### src/rtl/program_loader_if.sv
// rtl/program_loader_if.sv - byte-stream input and instruction-memory write bundle for the program loader
interface program_loader_if #(
   parameter int ADDR_W = 6
);
   logic              byte_valid;
   logic [7:0]        byte_data;
   logic              byte_ready;
   logic              mem_we;
   logic [ADDR_W-1:0] mem_addr;
   logic [31:0]       mem_data;

   modport master (
      input  byte_valid,
      input  byte_data,
      output byte_ready,
      output mem_we,
      output mem_addr,
      output mem_data
   );

   modport slave (
      output byte_valid,
      output byte_data,
      input  byte_ready,
      input  mem_we,
      input  mem_addr,
      input  mem_data
   );
endinterface

### src/rtl/program_loader.sv
// rtl/program_loader.sv - assembles a big-endian byte stream into 32-bit words and writes them to instruction memory
// Define LOADER_CHECKSUM_EN to require a trailing XOR checksum byte per session.
module program_loader #(
   parameter int ADDR_W = 6
) (
   input  logic              clock,
   input  logic              reset,
   input  logic              start,
   input  logic [ADDR_W-1:0] word_count,
   program_loader_if.master  bus,
   output logic              hold,
   output logic              busy,
   output logic              done,
   output logic              error
);
`ifdef LOADER_CHECKSUM_EN
   typedef enum logic [2:0] {
      S_IDLE   = 3'd0,
      S_RECV   = 3'd1,
      S_WRITE  = 3'd2,
      S_CHECK  = 3'd3,
      S_FINISH = 3'd4
   } state_t;
`else
   typedef enum logic [2:0] {
      S_IDLE   = 3'd0,
      S_RECV   = 3'd1,
      S_WRITE  = 3'd2,
      S_FINISH = 3'd4
   } state_t;
`endif

   state_t            state_q, state_d;
   logic [ADDR_W-1:0] count_q, count_d;
   logic [ADDR_W-1:0] word_idx_q, word_idx_d;
   logic [ADDR_W-1:0] mem_addr_q, mem_addr_d;
   logic [1:0]        byte_idx_q, byte_idx_d;
   logic [31:0]       word_q, word_d;
   logic [31:0]       mem_data_q, mem_data_d;
   logic              byte_ready;
   logic              mem_we;
   logic              xfer;
   logic              last_word;
`ifdef LOADER_CHECKSUM_EN
   logic [7:0]        xsum_q, xsum_d;
   logic              error_q, error_d;
`endif

   assign xfer      = bus.byte_valid & byte_ready;
   // Wrap arithmetic makes a latched count of 0 mean the full 2^ADDR_W words.
   assign last_word = (word_idx_q == (count_q - ADDR_W'(1)));

   always_ff @(posedge clock) begin
      if (reset) begin
         state_q <= S_IDLE;
      end else begin
         state_q <= state_d;
      end
   end

   always_comb begin
      state_d = state_q;
      case (state_q)
         S_IDLE:   if (start) state_d = S_RECV;
         S_RECV:   if (xfer && byte_idx_q == 2'd3) state_d = S_WRITE;
         S_WRITE: begin
`ifdef LOADER_CHECKSUM_EN
            state_d = last_word ? S_CHECK : S_RECV;
`else
            state_d = last_word ? S_FINISH : S_RECV;
`endif
         end
`ifdef LOADER_CHECKSUM_EN
         S_CHECK:  if (xfer) state_d = S_FINISH;
`endif
         S_FINISH: state_d = S_IDLE;
         default:  state_d = S_IDLE;
      endcase
   end

   always_comb begin
      byte_ready = 1'b0;
      mem_we     = 1'b0;
      hold       = 1'b0;
      busy       = 1'b0;
      done       = 1'b0;
      case (state_q)
         S_RECV: begin
            byte_ready = 1'b1;
            hold       = 1'b1;
            busy       = 1'b1;
         end
         S_WRITE: begin
            mem_we = 1'b1;
            hold   = 1'b1;
            busy   = 1'b1;
         end
`ifdef LOADER_CHECKSUM_EN
         S_CHECK: begin
            byte_ready = 1'b1;
            hold       = 1'b1;
            busy       = 1'b1;
         end
`endif
         S_FINISH: begin
            done = 1'b1;
            hold = 1'b1;
            busy = 1'b1;
         end
         default: begin
            byte_ready = 1'b0;
         end
      endcase
   end

   always_comb begin
      count_d    = count_q;
      word_idx_d = word_idx_q;
      byte_idx_d = byte_idx_q;
      word_d     = word_q;
      mem_addr_d = mem_addr_q;
      mem_data_d = mem_data_q;
`ifdef LOADER_CHECKSUM_EN
      xsum_d     = xsum_q;
      error_d    = error_q;
`endif
      case (state_q)
         S_IDLE: begin
            if (start) begin
               count_d    = word_count;
               word_idx_d = '0;
               byte_idx_d = '0;
`ifdef LOADER_CHECKSUM_EN
               xsum_d     = '0;
               error_d    = 1'b0;
`endif
            end
         end
         S_RECV: begin
            if (xfer) begin
               // Lane 3-byte_idx: the first byte of a word lands in [31:24].
               word_d[{~byte_idx_q, 3'b000} +: 8] = bus.byte_data;
               byte_idx_d = byte_idx_q + 2'd1;
`ifdef LOADER_CHECKSUM_EN
               xsum_d = xsum_q ^ bus.byte_data;
`endif
               if (byte_idx_q == 2'd3) begin
                  mem_addr_d = word_idx_q;
                  mem_data_d = {word_q[31:8], bus.byte_data};
               end
            end
         end
         S_WRITE: begin
            word_idx_d = word_idx_q + ADDR_W'(1);
         end
`ifdef LOADER_CHECKSUM_EN
         S_CHECK: begin
            if (xfer && bus.byte_data != xsum_q) error_d = 1'b1;
         end
`endif
         default: begin
            count_d = count_q;
         end
      endcase
   end

   always_ff @(posedge clock) begin
      if (reset) begin
         count_q    <= '0;
         word_idx_q <= '0;
         byte_idx_q <= '0;
         word_q     <= '0;
         mem_addr_q <= '0;
         mem_data_q <= '0;
`ifdef LOADER_CHECKSUM_EN
         xsum_q     <= '0;
         error_q    <= 1'b0;
`endif
      end else begin
         count_q    <= count_d;
         word_idx_q <= word_idx_d;
         byte_idx_q <= byte_idx_d;
         word_q     <= word_d;
         mem_addr_q <= mem_addr_d;
         mem_data_q <= mem_data_d;
`ifdef LOADER_CHECKSUM_EN
         xsum_q     <= xsum_d;
         error_q    <= error_d;
`endif
      end
   end

   assign bus.byte_ready = byte_ready;
   assign bus.mem_we     = mem_we;
   assign bus.mem_addr   = mem_addr_q;
   assign bus.mem_data   = mem_data_q;
`ifdef LOADER_CHECKSUM_EN
   assign error = error_q;
`else
   assign error = 1'b0;
`endif
endmodule

### src/flat_wrapper.sv
// flat-port wrapper written by rule: the top's interface ports become plain ports
module program_loader_flat 
#(
   parameter int ADDR_W = 6
)
  (clock, reset, start, word_count, hold, busy, done, error, bus_byte_valid, bus_byte_data, bus_byte_ready, bus_mem_we, bus_mem_addr, bus_mem_data);
  program_loader_if #(.ADDR_W(ADDR_W)) bus_i ();
  input  logic clock;
  input  logic reset;
  input  logic start;
  input  logic [ADDR_W-1:0] word_count;
  output logic hold;
  output logic busy;
  output logic done;
  output logic error;
  input wire logic [$bits(bus_i.byte_valid)-1:0] bus_byte_valid;
  input wire logic [$bits(bus_i.byte_data)-1:0] bus_byte_data;
  output wire logic [$bits(bus_i.byte_ready)-1:0] bus_byte_ready;
  output wire logic [$bits(bus_i.mem_we)-1:0] bus_mem_we;
  output wire logic [$bits(bus_i.mem_addr)-1:0] bus_mem_addr;
  output wire logic [$bits(bus_i.mem_data)-1:0] bus_mem_data;
  assign bus_i.byte_valid = bus_byte_valid;
  assign bus_i.byte_data = bus_byte_data;
  assign bus_byte_ready = bus_i.byte_ready;
  assign bus_mem_we = bus_i.mem_we;
  assign bus_mem_addr = bus_i.mem_addr;
  assign bus_mem_data = bus_i.mem_data;
  program_loader #(.ADDR_W(ADDR_W)) u_core (.clock(clock), .reset(reset), .start(start), .word_count(word_count), .bus(bus_i), .hold(hold), .busy(busy), .done(done), .error(error));
endmodule
### config.mk
export PLATFORM = sky130hd
export DESIGN_NAME = program_loader_flat
export DESIGN_NICKNAME = d
export VERILOG_FILES = /design/src/rtl/program_loader_if.sv /design/src/rtl/program_loader.sv /design/src/flat_wrapper.sv
export SDC_FILE = /design/constraint.sdc
export NUM_CORES = 1
export LEC_CHECK = 0
export BUFFER_PORTS_ARGS = -buffer_cell sky130_fd_sc_hd__buf_2
export CELL_PAD_IN_SITES_DETAIL_PLACEMENT = 1
export CELL_PAD_IN_SITES_GLOBAL_PLACEMENT = 1
export CORE_ASPECT_RATIO = 1.4
export CORE_UTILIZATION = 35
export DETAILED_ROUTE_END_ITERATION = 12
export GPL_ROUTABILITY_DRIVEN = 0
export GPL_TIMING_DRIVEN = 0
export PLACE_DENSITY = 0.71
export SYNTH_ARGS = -nofsm -noshare
export SYNTH_HDL_FRONTEND = slang
export SYNTH_SLANG_ARGS = --single-unit
### constraint.sdc
create_clock -name clock -period 2.9 [get_ports clock]
set_input_delay 0.145 -clock clock [delete_from_list [all_inputs] [get_ports clock]]
set_output_delay 0.145 -clock clock [all_outputs]
set_load 0.01 [all_outputs]
==> impl_results.md <==
* Status: finished, final reports clean
* Die Span Y at around 110 µm
* Initial antenna violation count at 0
* Crit path from: u_core.byte_idx_q[0]
* Net Sw Frac at 22.0%
* # rows at 40
* Layout fillers at 1109
* Die ar. at 0.00940 mm²
* Worst flop-to-flop path startpoint: u_core.byte_idx_q[0]
* R2R depth at 5
* Top sig layer: met4
* CP max FO at 8
* Crit path capture: u_core.word_q[8]
* CTS sink count at 79
* P&R area growth vs syn at 21.9%
* Htree depth at 3
* Final Hold Fails at 0
* Sequential share of the synthesized area at 50.1%
* Relative max-transition margin at 41.5%
* Routed Antenna Nets at 0
* GRT Util Overall at 19.4%
* Overflow after GRT at 0
* Finished Core Util at 44.4%
* LEAKAGE at 1.51 nW
* Post-synth top area cell: dfxtp_1
* Mapped Area at 0.00316 mm²
* Share of cells above drive strength 1 at between 10% and 20%
* # Post-CTS Setup Buffers at 0
* CTS Buf Count at 9
* Crit path kind: reg2reg
* Per-cell routed wire length at 14.7 µm
* Synth Flop Type: dfxtp_1
* Max Cap Violations at 0
* Met2 Wirelength at approximately 4400 µm
* Synth top area cells: dfxtp_1, nand2_1, a21oi_1
* Clk pin slew, worst setup/hold paths at 0.05 ns
* P per Cell Area at 587 mW/mm²
* Layout net count at 488
* Setup total negative slack at 0 ns
* Logic pwr share at between 5 and 6%
* # hold bufs at CTS at 0
* I/O Pins at 62
* Placed Cells at 558
* Worst R2R Setup Slack at 0.85 ns
* Hold depth at 3
* Yosys warnings at 0
* Yosys top cell area share at about half
* Port Buffers at 59
* Mapped Nets at 418
* Antenna diodes at 0
* Reg area at 0.00158 mm²
* Routed length on met3 at 308 µm
* Worst Tran Pin Value at 0.876 ns
* Peak supply drop at between 0.2 and 0.3 mV
* Synth Register Bits at 79
* CP arrival at 2.30 ns
* # DRC at 0
* Worst-skew pair later-pin latency at around 0.33 ns
* Fmax at 488 MHz
* Post-route met1 wirelength at 3480 µm
* RSZ-0062 raised after global routing: false
* Internal Pwr Total at 1.76 mW
* NetSw at 0.496 mW
* CTS root buf: clkbuf_16
* DP HPWL at 6290 µm
* Final setup fails at 0
* Global-route wire length before repair at ~14000 µm
* Sequential group share of total power at ~50%
* Count leader, synth: nand2_1
* Core area at 0.00866 mm²
* Slew Viols, Final at 0
* Via count at 2908
* Drt first pass iters at 4
* Post-CTS Resized at 0
* Syn Inst Count at around 390
* Die Span X at 82.3 µm
* Area occupied by multi-input gates at 0.00142 mm²
* Vias per cell at between 5 and 6
* Clock share of power at 45.1%
* Routed wire length at 8400 µm
* Initial Utilization at 36.4%
* Number of flops mapped to enable cells by yosys at 0
* CP startpoint kind: flip-flop
* CP endpoint kind: flip-flop
* Min cycle time layout at 2.05 ns
* Critical R2R Capture: u_core.word_q[8]
* Post-Syn Area per Cell at 8.01 µm²
* Cell variety after synth at 38
* Hold Crit Class: in2reg
* CTS tree: yes
* Non-Filler Instances at 572
* Commonest cells post-synth: nand2_1, dfxtp_1, a21oi_1
* Skew final at 0.00370 ns
* Final period utilization at a little over two thirds
* Post-synth ARST share at 0%
* Largest net degree at the start of global routing at 12
* Clock buffer depth at 2
* Starting DRT DRC Count at 72
* Vias in the first global route at 2914
* Crit path required time at 3.15 ns
-- cells by family (layout without fill, tap and decap cells) --
logic type               Yosys count  after routing  synth area share, %
AND/OR/NAND/NOR                  183            183                 25.7
AO/OA/AOI/OAI                     81             81                 13.5
flip-flops                        79             79                 50.1
buffers and inverters             33            106                 4.88
XOR/XNOR                           8              8                 2.22
adder cells (fa/ha/maj)            6              6                 2.38
multiplexers                       3              3                 1.03
other                              1              1                0.119
-- layer usage --
layer / GRT usage [%] / up-vias
met3: 4.14 / 20
li1: - / 1446
met2: 34.6 / 57
met5: 0 / -
met4: 10.4 / 0
met1: 20.5 / 1385
-- worst max-delay path, stage by stage, from the launching register on --
cell     delay [ns]
dfxtp_1        0.42
inv_1          0.13
ha_1           0.35
nor3b_1        0.74
nand3_1        0.16
a21oi_1        0.17
-- power by group through the flow --
stage | Combinational [mW] | Clock [mW] | Sequential, mW
4_1_cts | 0.133 | 1.05 | 1.11
5_1_grt | 0.147 | 1.10 | 1.11
6_report | 0.131 | 1.02 | 1.11
2_1_floorplan | 0.0842 | 0 | 1.13
3_3_place_gp | 0.129 | 0 | 1.13
3_5_place_dp | 0.132 | 0 | 1.13
-- state kept, by name (all words and copies together), names as in the netlist --
register and count:
u_core.bus.mem_addr 6, u_core.bus.mem_data 32, u_core.byte_idx_q 2, u_core.count_q 6, u_core.state_q 3, u_core.word_idx_q 6, u_core.word_q 24
-- metrics by stage --
step / cell area (µm²) / worst slack, ns / power [mW] / hold slack, ns
2_1_floorplan: 3160 / 1.22 / 1.21 / 0.281
3_3_place_gp: 3580 / 0.927 / 1.26 / 0.389
3_5_place_dp: 3580 / 0.892 / 1.26 / 0.396
4_1_cts: 3850 / 0.870 / 2.29 / 0.0470
5_1_grt: 3850 / 0.661 / 2.35 / 0.0602
6_report: 3850 / 0.852 / 2.26 / 0.0542
-- cell usage in the layout, fill, tap and decap left out, drive strengths merged, types with 3 or more instances in the layout --
master and instances:
nand3 25, nor2 7, nor3b 4, dfxtp 79, inv 5, a21oi 73, and2 4, xor2 5
or3 4, ha 6, nand2 124, nor2b 3, xnor2 3, buf 73, clkbuf 27
-- cell type report --
class / instances / share of cell area, %
clock inverters: 1 / 0.130
repair buffers: 59 / 7.67
plain buffers: 28 / 3.51
well taps: 105 / 3.41
multi-input cells: 282 / 36.9
flip-flops and latches: 79 / 41.1
clock buffers: 13 / 6.76
inverters: 5 / 0.488
-- worst min-delay path by stage --
stage | end | start | slack [ns]
2_1_floorplan | u_core.count_q[1] | word_count[1] | 0.28
3_3_place_gp | u_core.count_q[4] | word_count[4] | 0.39
3_5_place_dp | u_core.count_q[4] | word_count[4] | 0.40
4_1_cts | u_core.count_q[4] | word_count[4] | 0.05
5_1_grt | u_core.count_q[2] | word_count[2] | 0.06
6_report | u_core.count_q[4] | word_count[4] | 0.05
Note: power is estimated with default switching activity, not from simulation.
